**src/rtl/mul_iter_ctrl_if.sv**
```systemverilog
// Handshake and shared-adder bundle for the iterative multiplier sequencer.
// The slave modport is the sequencer's view, and the master modport is the view from the issue, writeback and adder side.
interface mul_iter_ctrl_if #(
    parameter int XLEN = 64
) ();
    logic            flush;
    logic            in_valid;
    logic            in_ready;
    logic [1:0]      in_op;
    logic [XLEN-1:0] in_a;
    logic [XLEN-1:0] in_b;
    logic            out_valid;
    logic            out_ready;
    logic [XLEN-1:0] out_result;
    logic            busy;
    logic [XLEN-1:0] add_a;
    logic [XLEN-1:0] add_b;
    logic            add_cin;
    logic [XLEN-1:0] add_sum;
    logic            add_cout;

    modport slave (
        input  flush, in_valid, in_op, in_a, in_b, out_ready, add_sum, add_cout,
        output in_ready, out_valid, out_result, busy, add_a, add_b, add_cin
    );

    modport master (
        output flush, in_valid, in_op, in_a, in_b, out_ready, add_sum, add_cout,
        input  in_ready, out_valid, out_result, busy, add_a, add_b, add_cin
    );
endinterface

```
**src/rtl/mul_iter_ctrl.sv**
```systemverilog
// Shift-add multiplier sequencer for MUL/MULH/MULHSU/MULHU.
// It time-multiplexes one external XLEN-bit adder for three jobs: operand magnitude, per-bit accumulate, and 2*XLEN result negation.
module mul_iter_ctrl #(
    parameter int XLEN = 64
) (
    input logic              clock,
    input logic              reset,
    mul_iter_ctrl_if.slave   bus
);
    localparam int CW = $clog2(XLEN) + 1;

    typedef enum logic [2:0] {
        S_IDLE,
        S_ABS_A,
        S_ABS_B,
        S_ITER,
        S_NEG_LO,
        S_NEG_HI,
        S_DONE
    } state_t;

    state_t          r_state;
    state_t          w_nextState;
    logic [XLEN-1:0] r_mcand;
    logic [XLEN-1:0] r_hi;
    logic [XLEN-1:0] r_lo;
    logic [CW-1:0]   r_cnt;
    logic [1:0]      r_op;
    logic            r_sb;
    logic            r_neg;
    logic            r_c;

    logic            w_accept;
    logic            w_sa;
    logic            w_sb;
    logic [XLEN-1:0] w_addA;
    logic [XLEN-1:0] w_addB;
    logic            w_addCin;

    assign w_accept = bus.in_valid & (r_state == S_IDLE) & ~bus.flush;
    assign w_sa     = bus.in_a[XLEN-1] & ((bus.in_op == 2'b01) | (bus.in_op == 2'b10));
    assign w_sb     = bus.in_b[XLEN-1] & (bus.in_op == 2'b01);

    // The adder operands are held at zero in every state that does not use the adder.
    always_comb begin
        w_nextState = r_state;
        w_addA      = '0;
        w_addB      = '0;
        w_addCin    = 1'b0;
        case (r_state)
            S_IDLE: begin
                if (w_accept)
                    w_nextState = w_sa ? S_ABS_A : (w_sb ? S_ABS_B : S_ITER);
            end
            S_ABS_A: begin
                w_addA      = ~r_mcand;
                w_addCin    = 1'b1;
                w_nextState = r_sb ? S_ABS_B : S_ITER;
            end
            S_ABS_B: begin
                w_addA      = ~r_lo;
                w_addCin    = 1'b1;
                w_nextState = S_ITER;
            end
            S_ITER: begin
                w_addA = r_hi;
                w_addB = r_lo[0] ? r_mcand : '0;
                if (r_cnt == CW'(1))
                    w_nextState = r_neg ? S_NEG_LO : S_DONE;
            end
            S_NEG_LO: begin
                w_addA      = ~r_lo;
                w_addCin    = 1'b1;
                w_nextState = S_NEG_HI;
            end
            S_NEG_HI: begin
                w_addA      = ~r_hi;
                w_addCin    = r_c;
                w_nextState = S_DONE;
            end
            S_DONE: begin
                if (bus.out_ready)
                    w_nextState = S_IDLE;
            end
            default: w_nextState = S_IDLE;
        endcase
        if (bus.flush)
            w_nextState = S_IDLE;
    end

    always_ff @(posedge clock) begin
        if (reset) begin
            r_state <= S_IDLE;
            r_mcand <= '0;
            r_hi    <= '0;
            r_lo    <= '0;
            r_cnt   <= '0;
            r_op    <= '0;
            r_sb    <= 1'b0;
            r_neg   <= 1'b0;
            r_c     <= 1'b0;
        end else begin
            r_state <= w_nextState;
            case (r_state)
                S_IDLE: begin
                    if (w_accept) begin
                        r_mcand <= bus.in_a;
                        r_hi    <= '0;
                        r_lo    <= bus.in_b;
                        r_cnt   <= CW'(XLEN);
                        r_op    <= bus.in_op;
                        r_sb    <= w_sb;
                        r_neg   <= w_sa ^ w_sb;
                    end
                end
                S_ABS_A: r_mcand <= bus.add_sum;
                S_ABS_B: r_lo    <= bus.add_sum;
                S_ITER: begin
                    // The adder carry-out becomes the new top bit when {hi,lo} shifts right.
                    r_hi  <= {bus.add_cout, bus.add_sum[XLEN-1:1]};
                    r_lo  <= {bus.add_sum[0], r_lo[XLEN-1:1]};
                    r_cnt <= r_cnt - CW'(1);
                end
                S_NEG_LO: begin
                    r_lo <= bus.add_sum;
                    r_c  <= bus.add_cout;
                end
                S_NEG_HI: r_hi <= bus.add_sum;
                default: ;
            endcase
        end
    end

    assign bus.in_ready   = (r_state == S_IDLE) & ~bus.flush;
    assign bus.busy       = (r_state != S_IDLE);
    assign bus.out_valid  = (r_state == S_DONE);
    assign bus.out_result = (r_state == S_DONE) ? ((r_op == 2'b00) ? r_lo : r_hi) : '0;
    assign bus.add_a      = w_addA;
    assign bus.add_b      = w_addB;
    assign bus.add_cin    = w_addCin;
endmodule

```
**src/flat_wrapper.sv**
```systemverilog
// flat-port wrapper written by rule: the top's interface ports become plain ports
module mul_iter_ctrl_flat 
#(
    parameter int XLEN = 64
)
  (clock, reset, bus_flush, bus_in_valid, bus_in_op, bus_in_a, bus_in_b, bus_out_ready, bus_add_sum, bus_add_cout, bus_in_ready, bus_out_valid, bus_out_result, bus_busy, bus_add_a, bus_add_b, bus_add_cin);
  mul_iter_ctrl_if #(.XLEN(XLEN)) bus_i ();
  input logic clock;
  input logic reset;
  input wire logic [$bits(bus_i.flush)-1:0] bus_flush;
  input wire logic [$bits(bus_i.in_valid)-1:0] bus_in_valid;
  input wire logic [$bits(bus_i.in_op)-1:0] bus_in_op;
  input wire logic [$bits(bus_i.in_a)-1:0] bus_in_a;
  input wire logic [$bits(bus_i.in_b)-1:0] bus_in_b;
  input wire logic [$bits(bus_i.out_ready)-1:0] bus_out_ready;
  input wire logic [$bits(bus_i.add_sum)-1:0] bus_add_sum;
  input wire logic [$bits(bus_i.add_cout)-1:0] bus_add_cout;
  output wire logic [$bits(bus_i.in_ready)-1:0] bus_in_ready;
  output wire logic [$bits(bus_i.out_valid)-1:0] bus_out_valid;
  output wire logic [$bits(bus_i.out_result)-1:0] bus_out_result;
  output wire logic [$bits(bus_i.busy)-1:0] bus_busy;
  output wire logic [$bits(bus_i.add_a)-1:0] bus_add_a;
  output wire logic [$bits(bus_i.add_b)-1:0] bus_add_b;
  output wire logic [$bits(bus_i.add_cin)-1:0] bus_add_cin;
  assign bus_i.flush = bus_flush;
  assign bus_i.in_valid = bus_in_valid;
  assign bus_i.in_op = bus_in_op;
  assign bus_i.in_a = bus_in_a;
  assign bus_i.in_b = bus_in_b;
  assign bus_i.out_ready = bus_out_ready;
  assign bus_i.add_sum = bus_add_sum;
  assign bus_i.add_cout = bus_add_cout;
  assign bus_in_ready = bus_i.in_ready;
  assign bus_out_valid = bus_i.out_valid;
  assign bus_out_result = bus_i.out_result;
  assign bus_busy = bus_i.busy;
  assign bus_add_a = bus_i.add_a;
  assign bus_add_b = bus_i.add_b;
  assign bus_add_cin = bus_i.add_cin;
  mul_iter_ctrl #(.XLEN(XLEN)) u_core (.clock(clock), .reset(reset), .bus(bus_i));
endmodule
```
**config.mk**
```make
export PLATFORM = sky130hd
export DESIGN_NAME = mul_iter_ctrl_flat
export DESIGN_NICKNAME = d
export VERILOG_FILES = /design/src/rtl/mul_iter_ctrl_if.sv /design/src/rtl/mul_iter_ctrl.sv /design/src/flat_wrapper.sv
export SDC_FILE = /design/constraint.sdc
export NUM_CORES = 1
export LEC_CHECK = 0
export BUFFER_PORTS_ARGS = -buffer_cell sky130_fd_sc_hd__buf_4
export CORE_MARGIN = 10
export CORE_UTILIZATION = 48
export CTS_CLUSTER_SIZE = 30
export DETAILED_ROUTE_END_ITERATION = 12
export PLACE_DENSITY = 0.89
export REMOVE_ABC_BUFFERS = 1
export SLEW_MARGIN = 40
export SYNTH_ARGS = -nofsm -noshare
export SYNTH_HDL_FRONTEND = slang
export SYNTH_SLANG_ARGS = --single-unit
```
**constraint.sdc**
```tcl
create_clock -name clock -period 1.6 [get_ports clock]
set_input_delay 0 -clock clock [delete_from_list [all_inputs] [get_ports clock]]
set_output_delay 0 -clock clock [all_outputs]
set_load 0.01 [all_outputs]
```
==> results of run 1 <==
==> Yosys cell counts (3+ instances only) <==
master	n	area (um^2)
nand2_1	376	1410
nor2_1	227	852
dfxtp_1	207	4140
a21oi_1	156	781
clkbuf_1	127	477
a211oi_1	66	495
a22oi_1	65	488
mux2i_1	65	651
o21ai_0	65	325
o2bb2ai_1	65	569
a311oi_1	64	561
and3_1	64	400
o22ai_1	62	388
o211ai_1	50	375
buf_2	21	105
buf_1	17	63.8
o21bai_1	12	90.1
o21ai_1	11	55.1
buf_6	9	101
buf_12	8	160
buf_4	8	60.1
nand2b_1	7	43.8
nor3_1	7	35.0
inv_1	5	18.8
ha_1	4	50.1
a211o_1	3	26.3
a31oi_1	3	18.8
==> timing repair <==
| item | 4_1_cts |
|---|---|
| setup buffers | 24 |
| hold buffers | 198 |
| gates cloned | 14 |
| pin swaps | 28 |
| endpoints found under the setup margin | 394 |
| resized for setup | 224 |
| hold endpoints to repair | 200 |
==> cell families after synthesis <==
logic type	count (synthesis)	synth area share (%)
AO/OA/AOI/OAI	629	32.7
XOR/XNOR	3	0.202
adder cells (fa/ha/maj)	4	0.384
buffers and inverters	196	7.60
flip-flops	207	31.8
multiplexers	66	5.08
AND/OR/NAND/NOR	698	22.2
==> metal layers <==
metal	track usage [%]	GRT overflow
met1	71.4	0
met2	87.0	3
met4	68.8	9
met3	68.0	1
met5	46.8	0
==> stage by stage <==
stage	utilization, %	cell area [um^2]	worst slack, ps	hold slack, ps	TNS [ps]
global placement	62.4	16700	-96.8	251	-6290
CTS	78.9	21200	-477	19.6	-116390
detailed placement	62.4	16700	-160	248	-16780
floorplan	-	12100	-6170	27.5	-1655270
==> summary.md, run 1 <==
| Metric | Value |
|---|---|
| Tool error | [ERROR GRT-0232] Routing congestion too high. Check the congestion heatmap in the GUI. |
| Post-DP HPWL | approximately 40,000 um |
| Number of synthesized flops with an enable pin | 0 |
| Root buf cell | clkbuf_16 |
| Post-synth ARST share | 0% |
| Port buffer count | 395 |
| Fail Step | global routing |
| Overflow after GRT | 13 |
| H-Tree Depth | 1 |
| Yosys Warn Count | 0 |
| Chip Height | about 180 um |
| Max Root-Sink Buffers | 3 |
| Post-synth cell types | 51 |
| GRT Resource Usage Total | 74.1% |
| Synth Area per Inst | ~7.2 um^2 |
| Ports | about 400 |
| Synthesized area | 13,000 um^2 |
| Placed Cells | 2,444 |
| Die X | 185 um |
| Initial Util | 48.6% |
| Flops & latches, synth | 207 |
| Status | did not finish |
| CTS buffer count | 26 |
| Pin count of the biggest net entering global routing | between 60 and 70 |
| Row Count | 60 |
| Cells after Synth | roughly 1,800 |
| Primary FF master, synth | dfxtp_1 |
| Worst endpoint type | primary output |
| GP Congestion | 0.918 |
| Grt repair worst endpoint | bus_add_a[26] |
| Seq/Total Area, Yosys | 31.8% |
| # clock sinks | 207 |
| Initial antenna violation count | 21 |
==> inputs of run 2 (changes only) <==
--- a/config.mk
+++ b/config.mk
@@ -7,10 +7,9 @@
 export LEC_CHECK = 0
 export BUFFER_PORTS_ARGS = -buffer_cell sky130_fd_sc_hd__buf_4
 export CORE_MARGIN = 10
-export CORE_UTILIZATION = 48
-export CTS_CLUSTER_SIZE = 30
+export CORE_UTILIZATION = 40
 export DETAILED_ROUTE_END_ITERATION = 12
-export PLACE_DENSITY = 0.89
+export PLACE_DENSITY_LB_ADDON = 0.15
 export REMOVE_ABC_BUFFERS = 1
 export SLEW_MARGIN = 40
 export SYNTH_ARGS = -nofsm -noshare
==> constraint.sdc (replaced) <==
create_clock -name clock -period 2.1 [get_ports clock]
set_input_delay 0 -clock clock [delete_from_list [all_inputs] [get_ports clock]]
set_output_delay 0 -clock clock [all_outputs]
set_load 0.01 [all_outputs]
==> run 2 against run 1 <==
Net effect:
- the flow now finishes, with violations (negative setup slack)
- area after synthesis unchanged
- synthesized cell count stayed put
==> summary.md, run 2 <==
| Metric | Value |
|---|---|
| Status | finished, violations left |
| Failing checks | negative setup slack |
| RSZ-0062 raised after global routing | yes |
| HP Class | in -> reg |
| Area of the multi-input gates | just over 8000 um^2 |
| Most frequent CP cell | buf_12 |
| Post-route insts no fill | 2,811 |
| IR drop worst, VDD | 0.566 mV |
| Die X | 200 um (+8.5%) |
| Most common cell after layout, fill and taps aside | buf_4 |
| Seq/Total Area, Yosys | 31.8% (unchanged) |
| Cells after Synth | 1,803 (unchanged) |
| Area Overhead vs Synth | 55.9% |
| Max Root-Sink Buffers | 3 (unchanged) |
| CP max-delay cell | dfxtp_4 |
| Synth Area per Inst | 7.22 um^2 (unchanged) |
| Initial Util | 40.2% (-8.4 points) |
| Initial antenna violation count | 7 |
| Critical Path Start Type | flip-flop |
| Most frequent cell after synthesis | nand2_1 |
| Place WS | 71.5 ps (+231 ps) |
| PwrDens | 600 nW/um^2 |
| Ports | 396 (unchanged) |
| Vias in the first global route | around 16,000 |
| Overflow after GRT | 0 |
| Setup Total Neg Slack | -10.5 ps |
| Period minus WS final | 2110 ps |
| CORE AREA | 32,400 um^2 |
| Worst EP required | 2100 ps |
| Placed Cells | 2,513 (+2.8%) |
| Top post-synthesis cells by area | dfxtp_1 (32%), nand2_1 (11%), nor2_1 (6.5%) |
| Largest regs | u_core.r_hi: 64 flops, u_core.r_lo: 64 flops, u_core.r_mcand: 64 flops |
| Worst-Margin Slew | 697 ps |
| Row Count | 66 (+10%) |
| Flops & latches, synth | 207 (unchanged) |
| Fin crit share | 100% |
| Yosys Warn Count | 0 (unchanged) |
| Most frequent cells in the layout | buf_4 (432), nand2_1 (373), nor2_1 (225) |
| H-Tree Depth | 1 (unchanged) |
| # clock sinks | 207 (unchanged) |
| Sequential Area | 4150 um^2 |
| Met1 GRT Util | 38.3% |
| First-pass GRT wire length | 99,900 um |
| GRT busiest layer | met2 |
| Worst path bufs/invs | 3 |
| Critical Path Fanout Max | 48 |
| Number of synthesized flops with an enable pin | 0 (unchanged) |
| Drt via density | between 6 and 7 |
| Antenna-violating nets left | 0 |
| # setup viols final | 2 |
| Critical Path End Type | output pin |
| Share of layout cells above drive strength 1 | 25.9% |
| Met2 usage | approximately half |
| DP Area | 16,400 um^2 (-1.9%) |
| Port buffer count | 395 (unchanged) |
| Cell leakage power | between 8 and 9 nW |
| Nets@finish | 2,547 |
| Vias | 16,985 |
| Most frequent cells after synthesis | nand2_1 (376), nor2_1 (227), dfxtp_1 (207) |
| GRT Resource Usage Total | 30.7% |
| Clk slew on worst S/H paths | 70 ps |
| Clock Latency Late Sink | 550 ps |
| Root buf cell | clkbuf_16 |
| Largest stage delay, worst path | 410 ps |
| Final standard cell area without fillers | 20,300 um^2 |
| GRT met3 Usage | 6.50% |
| Clock Skew | 15.0 ps |
| Final Hold Vio Count | 0 |
| Pin count of the biggest net entering global routing | 96 |
| GP Congestion | 0.855 (-6.9%) |
| First-pass DRT Iterations | 7 |
| Primary FF master, synth | dfxtp_1 |
| Setup WS post-layout | -10.4 ps |
| Initial DRC Count | 1,760 |
| CTS tree | done |
| Total Power | 12.2 mW |
| Cell accounting for the most synthesized area | dfxtp_1 |
| Die ar. | 40,200 um^2 |
| Max_cap viols | 0 |
| Final wirelength | a little under 70,000 um |
| Synthesized area | 13,000 um^2 (unchanged) |
| # DRC | 0 |
| Post-synth cell types | 51 (unchanged) |
| Achievable Freq | between 0.4 and 0.5 GHz |
| Post-synth ARST share | 0% (unchanged) |
| Synth top area share | 31.8% (unchanged) |
| Post-DP HPWL | 39,500 um (-1.7%) |
| Crit path kind | reg -> out |
| Worst path cell trace | buf_12 -> nor2b_4 -> nand2_2 -> buf_12 -> a21oi_2 -> buf_4 |
| DR WL/cell | around 24 um |
| # fillers | 2,862 |
| Critical path's top delay family | buffers and inverters |
| Chip Height | 200 um (+8.5%) |
| Slew margin rel. | 53.6% |
| Final Max Slew Viols | 0 |
| Arr. time, crit path | between 2000 and 2500 ps |
| CTS buffer count | 26 (unchanged) |
==> run 2: worst paths after layout <==
path                                         from                 end  slack [ps]  depth (start not counted)
worst max register to register  u_core.r_state[2]  u_core.r_mcand[60]           0                          7
worst min-delay path                 bus_add_cout          u_core.r_c         270                          4
worst min register to register        u_core.r_sb         u_core.r_sb         460                          2
worst max-delay path            u_core.r_state[2]   bus_out_result[7]         -10                          6
==> run 2: stage by stage <==
step | util, % | hold WS [ps]
global route | 62.7 | 278
global placement | 50.6 | 259
floorplan | - | 27.5
detailed placement | 50.7 | 270
CTS | 61.5 | 252
finish | 62.7 | 274
==> run 2: area by class of cell <==
cell class	instances	share of cell area, %
timing repair buffer	701	31.9
tap	442	2.72
clock inverter	9	0.357
multi-input combinational	1401	40.6
sequential	207	20.5
antenna	7	0.0862
clock buffer	38	3.78
inverter	6	0.136
==> run 2: kinds of logic after synthesis <==
family                   synth area share, %
multiplexers                            5.08
XOR/XNOR                               0.202
AO/OA/AOI/OAI                           32.7
flip-flops                              31.8
AND/OR/NAND/NOR                         22.2
adder cells (fa/ha/maj)                0.384
buffers and inverters                   7.60
==> run 2: repair_timing <==
item / in CTS / in global routing
gates resized for setup: 56 / 46
hold endpoints to repair: 200 / 0
pin swaps: 5 / 10
endpoints found under the setup margin: 194 / 153
hold buffers: 208 / 0
gates cloned: 5 / 7
buffers inserted: 18 / 8
==> run 2: power by group <==
part | switching [mW] | leakage, nW | internal, mW
Sequential | 0.267 | 1.69 | 4.18
Clock | 1.90 | 0.417 | 2.64
Combinational | 1.71 | 5.91 | 1.49
Total | 3.87 | 8.02 | 8.31
==> run 2: routing by layer <==
metal  up-vias  wire length (um)  part of all wire [%]
li1       7605                 -                     -
met1      8117             26600                    39
met2      1067             31700                    47
met3       196              6860                    10
met4         0              2820                   4.2
met5         -                 0                     0
==> run 2: worst register-to-register path: stages (launching register included) <==
cell and delay [ps]:
dfxtp_4 380, buf_12 140, buf_6 130, nor4_4 350, and2_4 380, buf_8 260
nand2_1 90, a311oi_1 260
Power figures use the tool's default switching activity.
==> inputs of run 3 (changes only) <==
--- a/config.mk
+++ b/config.mk
@@ -6,12 +6,13 @@
 export NUM_CORES = 1
 export LEC_CHECK = 0
 export BUFFER_PORTS_ARGS = -buffer_cell sky130_fd_sc_hd__buf_4
-export CORE_MARGIN = 10
+export CORE_MARGIN = 3
 export CORE_UTILIZATION = 40
+export CTS_BUF_LIST = sky130_fd_sc_hd__clkbuf_8
 export DETAILED_ROUTE_END_ITERATION = 12
 export PLACE_DENSITY_LB_ADDON = 0.15
 export REMOVE_ABC_BUFFERS = 1
-export SLEW_MARGIN = 40
+export SLEW_MARGIN = 20
 export SYNTH_ARGS = -nofsm -noshare
 export SYNTH_HDL_FRONTEND = slang
 export SYNTH_SLANG_ARGS = --single-unit
==> run 3 against run 2 <==
Net effect:
- the flow now finishes without violations
- count of clock-buffer cells in the layout rose by 8
- first-iteration DRC count rose by 14%
- register-to-register slack improved by 90 ps
- sequential share of layout area rose by 0.77 points
- via count shrank 1.8%
- setup slack better by 42 ps
- flip-flop and latch count did not move
- clock skew down 0.97 ps
- non-clock buffer count shrank 27
- sequential power barely moved
- worst hold slack lost 170 ps
- final area decreased by 3.5%
- critical endpoint is now bus_add_a[0]
==> summary.md, run 3 (synthesis results as in run 2) <==
| Metric | Value |
|---|---|
| Status | finished, final reports clean |
| Port buffer count | 395 (unchanged) |
| Clk slew on worst S/H paths | 60 ps (about the same) |
| Initial Util | 41.0% (+0.72 points) |
| Hold Path End | u_core.r_op[1] |
| Row Count | 65 (-1.5%) |
| Root buf cell | clkbuf_8 |
| Max Root-Sink Buffers | 3 (unchanged) |
| Area of the multi-input gates | 8170 um^2 (-0.96%) |
| Most common cell after layout, fill and taps aside | buf_4 |
| Critical Path Fanout Max | 13 (-73%) |
| Critical Path End Type | output pin |
| Final Hold Vio Count | 0 (unchanged) |
| Final wirelength | 61,900 um (-8.9%) |
| CORE AREA | 31,800 um^2 (-1.8%) |
| Area Overhead vs Synth | 50.4% |
| # fillers | 2,802 (-2.1%) |
| First-pass GRT wire length | 95,200 um (-4.8%) |
| Crit path kind | reg -> out |
| Worst path depth | 7 (+1) |
| DR WL/cell | 22.2 um (-8.3%) |
| Die X | 186 um (-7.0%) |
| Largest regs | u_core.r_hi: 64 flops, u_core.r_lo: 64 flops, u_core.r_mcand: 64 flops |
| CTS buffer count | 39 (+50%) |
| Reg2Reg Depth | 5 (-2) |
| Worst EP required | 2100 ps (about the same) |
| Total Power | 11.2 mW (-8.3%) |
| IR drop worst, VDD | 0.388 mV (-31%) |
| CTS tree | done |
| Chip Height | 186 um (-7.0%) |
| # clock sinks | 207 (unchanged) |
| R2R Path Start | u_core.r_state[0] |
| Largest stage delay, worst path | 370 ps (-40 ps) |
| Nets@finish | 2,536 (-0.43%) |
| Sequential Area | 4160 um^2 (+0.12%) |
| Ports | 396 (unchanged) |
| Worst-Margin Slew | 591 ps (-105 ps) |
| Share of layout cells above drive strength 1 | 24.5% (-1.4 points) |
| Hold_sp | reset |
| HP Class | in -> reg |
| CP max-delay cell | dfxtp_4 |
| GRT Resource Usage Total | 33.5% (+2.8 points) |
| Clock Latency Late Sink | 540 ps (about the same) |
| # DRC | 0 (unchanged) |
| PwrDens | 570 nW/um^2 (-4.9%) |
| Period minus WS final | 2070 ps (-41.9 ps) |
| Critical path's top delay family | buffers and inverters |
| FF-to-FF setup slack | 90 ps (+90 ps) |
| Post-DP HPWL | 37,400 um (-5.2%) |
| RSZ-0062 raised after global routing | yes |
| Slew margin rel. | 60.6% (+7.0 points) |
| Max_cap viols | 0 (unchanged) |
| Pin count of the biggest net entering global routing | 98 (+2.1%) |
| Cell leakage power | 7.83 nW (-2.3%) |
| Clock Skew | 14.0 ps (-0.967 ps) |
| Most frequent cells in the layout | buf_4 (439), nand2_1 (374), nor2_1 (225) |
| Achievable Freq | 0.483 GHz (+2.0%) |
| Worst path bufs/invs | 4 (+1) |
| Min-Delay Path Depth | 3 (-1) |
| Vias in the first global route | 16,567 (+0.68%) |
| Antenna-violating nets left | 0 (unchanged) |
| Overflow after GRT | 0 (unchanged) |
| Initial DRC Count | 1,999 (+14%) |
| First-pass DRT Iterations | 6 (-1) |
| Final Max Slew Viols | 0 (unchanged) |
| Vias | 16,676 (-1.8%) |
| # setup viols final | 0 (-2) |
| H-Tree Depth | 2 (+1) |
| Worst path cell trace | buf_16 -> and2b_4 -> o21ai_4 -> buf_12 -> buf_6 -> o22ai_1 -> buf_4 |
| Min Hold Slack | 108 ps (-166 ps) |
| Drt via density | 5.97 (-1.2%) |
| GP Congestion | 0.853 (-0.25%) |
| Arr. time, crit path | 2070 ps (-40 ps) |
| Diode count | 0 (-7) |
| Die ar. | 34,800 um^2 (-13%) |
| Initial antenna violation count | 0 (-7) |
| FF-to-FF End | u_core.r_hi[17] |
| Critical Path Start Type | flip-flop |
| Fin crit share | 98.5% (-2.0 points) |
[run 3: worst max path at each step]
stage                      startpoint         endpoint
CTS                 u_core.r_state[2]    bus_add_a[62]
finish              u_core.r_state[2]     bus_add_a[0]
global placement    u_core.r_state[0]  u_core.r_hi[63]
detailed placement  u_core.r_state[0]  u_core.r_hi[17]
floorplan           u_core.r_state[0]    bus_add_a[49]
global route        u_core.r_state[2]    bus_add_a[20]
[run 3: tightest hold or removal path: stages]
cell     delay, ps
buf_4          170
buf_12         230
a21oi_1        160
[run 3: metal layers]
layer / global-route usage (%) / share of wire [%]
met4: 13.4 / 3.9
met3: 5.88 / 8.8
met5: 0 / 0
met1: 43.5 / 41
met2: 55.5 / 46
[run 3: report_power, final]
| group | total [mW] | switching (mW) | internal, mW | leakage (nW) |
|---|---|---|---|---|
| sequential | 4.47 | 0.288 | 4.19 | 1.69 |
| combinational | 2.95 | 1.58 | 1.37 | 5.70 |
| clock | 3.75 | 1.78 | 1.97 | 0.436 |
[run 3: timing repair]
action | CTS | global route
endpoints found under the setup margin | 136 | 65
hold endpoints to repair | 200 | 0
gates cloned | 4 | 2
buffers inserted | 20 | 4
pin swaps | 5 | 3
hold buffers | 198 | 0
resized for setup | 40 | 19
[run 3: area by class of cell]
cell class	instances	share of cell area, %
Timing Repair Buffer	674	30.5
Clock inverter	20	0.389
Tap cell	435	2.78
Clock buffer	46	3.23
Multi-Input combinational cell	1404	41.7
Inverter	6	0.192
Sequential cell	207	21.2
[run 3: through the flow]
step	std cells	TNS [ps]	worst slack, ps	instance area (um^2)	utilization [%]
after floorplan	1613	-1453770	-5670	12100	-
after global placement	2498	0	33.9	16300	51.2
after detailed placement	2498	0	18.9	16300	51.2
after CTS	2786	0	5.29	19500	61.2
after global routing	2792	0	0.335	19600	61.6
final	2792	0	31.5	19600	61.6
==> inputs of run 4 (changes only) <==
==> constraint.sdc (replaced) <==
create_clock -name clock -period 2.1 [get_ports clock]
set_input_delay 0 -clock clock [delete_from_list [all_inputs] [get_ports clock]]
set_output_delay 0 -clock clock [all_outputs]
set_load 0.005 [all_outputs]
==> run 4 against run 3 <==
Net effect:
- fmax is 0.20% lower
- critical path depth stayed put
- via count rose by 1.0%
- non-clock buffer count is 6 higher
- register-to-register slack got worse by 60 ps
- global-route usage decreased by 0.098 points
- cell count is 0.25% higher
- count of clock-buffer cells in the layout increased by 4
- wire length increased by 0.46%
- sequential share of layout area fell by 0.27 points
- first-iteration DRC count fell by 4.0%
- clock power increased by 5%
- critical path type is now reg -> reg
- largest power group unchanged
==> summary.md, run 4 (synthesis results as in run 2) <==
| Metric | Value |
|---|---|
| HP Class | in -> reg |
| Final Max Slew Viols | 0 (unchanged) |
| Row Count | 65 (unchanged) |
| Final Hold Vio Count | 0 (unchanged) |
| Ports | 396 (unchanged) |
| Total Power | 11.4 mW (+1.9%) |
| # clock sinks | 207 (unchanged) |
| Net Sw Frac | 32.2% (-0.49 points) |
| Area Overhead vs Synth | 52.3% |
| Crit path kind | reg -> reg |
| Worst path cell trace | buf_4 -> clkbuf_16 -> or4b_4 -> a21oi_4 -> a311oi_4 -> buf_12 -> o2bb2ai_1 |
| Initial Util | 41.0% (unchanged) |
| DR WL/cell | 22.2 um (+0.20%) |
| Setup WS post-layout | 27.3 ps (-4.24 ps) |
| Chip Height | 186 um (unchanged) |
| Worst EP required | 2480 ps (+380 ps) |
| Critical Path End Type | flip-flop |
| IR drop worst, VDD | 0.336 mV (-13%) |
| DP Area | 16,300 um^2 (+0.22%) |
| CTS tree | done |
| Worst path bufs/invs | 3 (-1) |
| Critical Path Start Type | flip-flop |
| CORE AREA | 31,800 um^2 (unchanged) |
| Min Hold Slack | 282 ps (+174 ps) |
| Final wirelength | 62,200 um (+0.46%) |
| GRT Resource Usage Total | 33.4% (-0.098 points) |
| Pin count of the biggest net entering global routing | 95 (-3.1%) |
| Most frequent cells in the layout | buf_4 (435), nand2_1 (374), nor2_1 (225) |
| Final standard cell area without fillers | 19,800 um^2 (+1.2%) |
| Drt via density | 6.02 (+0.75%) |
| FF-to-FF setup slack | 30 ps (-60 ps) |
| RSZ-0062 raised after global routing | yes |
| PwrDens | 574 nW/um^2 (+0.70%) |
| # setup viols final | 0 (unchanged) |
| Die X | 186 um (unchanged) |
| Combinational group share of total power | 26.2% (-0.2 points) |
| Port buffer count | 395 (unchanged) |
| Place WS | 103 ps (+84.1 ps) |
| Overflow after GRT | 0 (unchanged) |
| CP max-delay cell | or4b_4 |
| Initial DRC Count | 1,919 (-4.0%) |
| Die ar. | 34,800 um^2 (unchanged) |
| Status | finished, final reports clean |
| # DRC | 0 (unchanged) |
| Vias | 16,843 (+1.0%) |
| Critical Path Fanout Max | 40 (+27) |
| Slew margin rel. | 39.1% (-21 points) |
| Clock Latency Late Sink | 540 ps (about the same) |
| H-Tree Depth | 2 (unchanged) |
| First-pass DRT Iterations | 7 (+1) |
| Internal | 7.72 mW (+2.7%) |
| Worst-Margin Slew | 913 ps (+322 ps) |
| GP Congestion | 0.859 (+0.74%) |
| Antenna-violating nets left | 0 (unchanged) |
| Root buf cell | clkbuf_8 |
| Period minus WS final | 2070 ps (+4.24 ps) |
| Arr. time, crit path | 2450 ps (+380 ps) |
| Achievable Freq | 0.482 GHz (-0.20%) |
| Cell leakage power | 7.90 nW (+0.87%) |
| Critical path's top delay family | simple AND/OR/NAND/NOR gates |
| Switching power | 3.67 mW (+0.38%) |
| Max Root-Sink Buffers | 3 (unchanged) |
| Largest stage delay, worst path | 520 ps (+150 ps) |
| Clock Skew | 16.0 ps (+1.96 ps) |
| Clk slew on worst S/H paths | 60 ps (about the same) |
| Vias in the first global route | 16,606 (+0.24%) |
| Nets@finish | 2,542 (+0.24%) |
| Max_cap viols | 0 (unchanged) |
| First-pass GRT wire length | 95,100 um (-0.12%) |
| Initial antenna violation count | 3 (+3) |
| Most common cell after layout, fill and taps aside | buf_4 |
| Largest regs | u_core.r_hi: 64 flops, u_core.r_lo: 64 flops, u_core.r_mcand: 64 flops |
| Final Core Density | 62.4% (+0.74 points) |
| Seq pwr share | 39.3% (-0.7 points) |
| Share of layout cells above drive strength 1 | 25.1% (+0.59 points) |
| Fin crit share | 98.7% (+0.20 points) |
| CTS buffer count | 40 (+2.6%) |
| Clk pwr share | 34.5% (+1.0 points) |
| Post-DP HPWL | 37,600 um (+0.61%) |
## run 4: area by class of cell
cell class / count / area (um^2)
fillers: 2801 / 12000
multi-input cells: 1403 / 8240
repair buffers: 680 / 6110
flip-flops and latches: 207 / 4160
clock buffers: 50 / 688
well taps: 435 / 544
clock inverters: 15 / 60.1
inverters: 6 / 27.5
diodes: 3 / 7.51
## run 4: path summary, 6_finish.rpt
| check | to | cells past startpoint | from |
|---|---|---|---|
| worst max-delay path | u_core.r_hi[24] | 7 | u_core.r_state[1] |
| worst min-delay path | u_core.r_c | 4 | bus_add_cout |
| worst max register to register | u_core.r_hi[24] | 7 | u_core.r_state[1] |
| worst min register to register | u_core.r_sb | 2 | u_core.r_sb |
## run 4: worst reg2reg max path, cell delays in order (launching register included)
cell	delay (ps)
dfxtp_4	390
buf_4	160
clkbuf_16	150
or4b_4	520
a21oi_4	210
a311oi_4	70
buf_12	200
o2bb2ai_1	210
## run 4: what timing repair did
action                     CTS  global route
hold endpoints to repair   200             0
pin swaps                    3             5
buffers inserted            16             6
cloned                       5             4
hold buffers               200             0
setup endpoints to repair  143           124
resized for setup           29            39
## run 4: power groups by stage
| stage | Clock, mW | Combinational, mW | Sequential [mW] |
|---|---|---|---|
| 6_report | 3.93 | 2.98 | 4.48 |
| 3_5_place_dp | 0 | 2.43 | 4.53 |
| 3_3_place_gp | 0 | 2.39 | 4.53 |
| 2_1_floorplan | 0 | 1.17 | 4.48 |
| 5_1_grt | 4.13 | 3.20 | 4.50 |
| 4_1_cts | 3.96 | 2.83 | 4.45 |
## run 4: routing by layer
metal | wire length (um) | track usage, % | vias up
met2 | 29100 | 55.1 | 1093
met4 | 2400 | 14.4 | 0
met5 | 0 | 0 | -
met1 | 24600 | 42.5 | 7951
met3 | 6130 | 6.88 | 186
li1 | - | - | 7613
## run 4: metrics by stage
step	instances	setup TNS [ps]
2_1_floorplan	1613	-1435130
3_3_place_gp	2501	0
3_5_place_dp	2501	0
4_1_cts	2787	-14.6
5_1_grt	2799	-150
6_report	2799	0
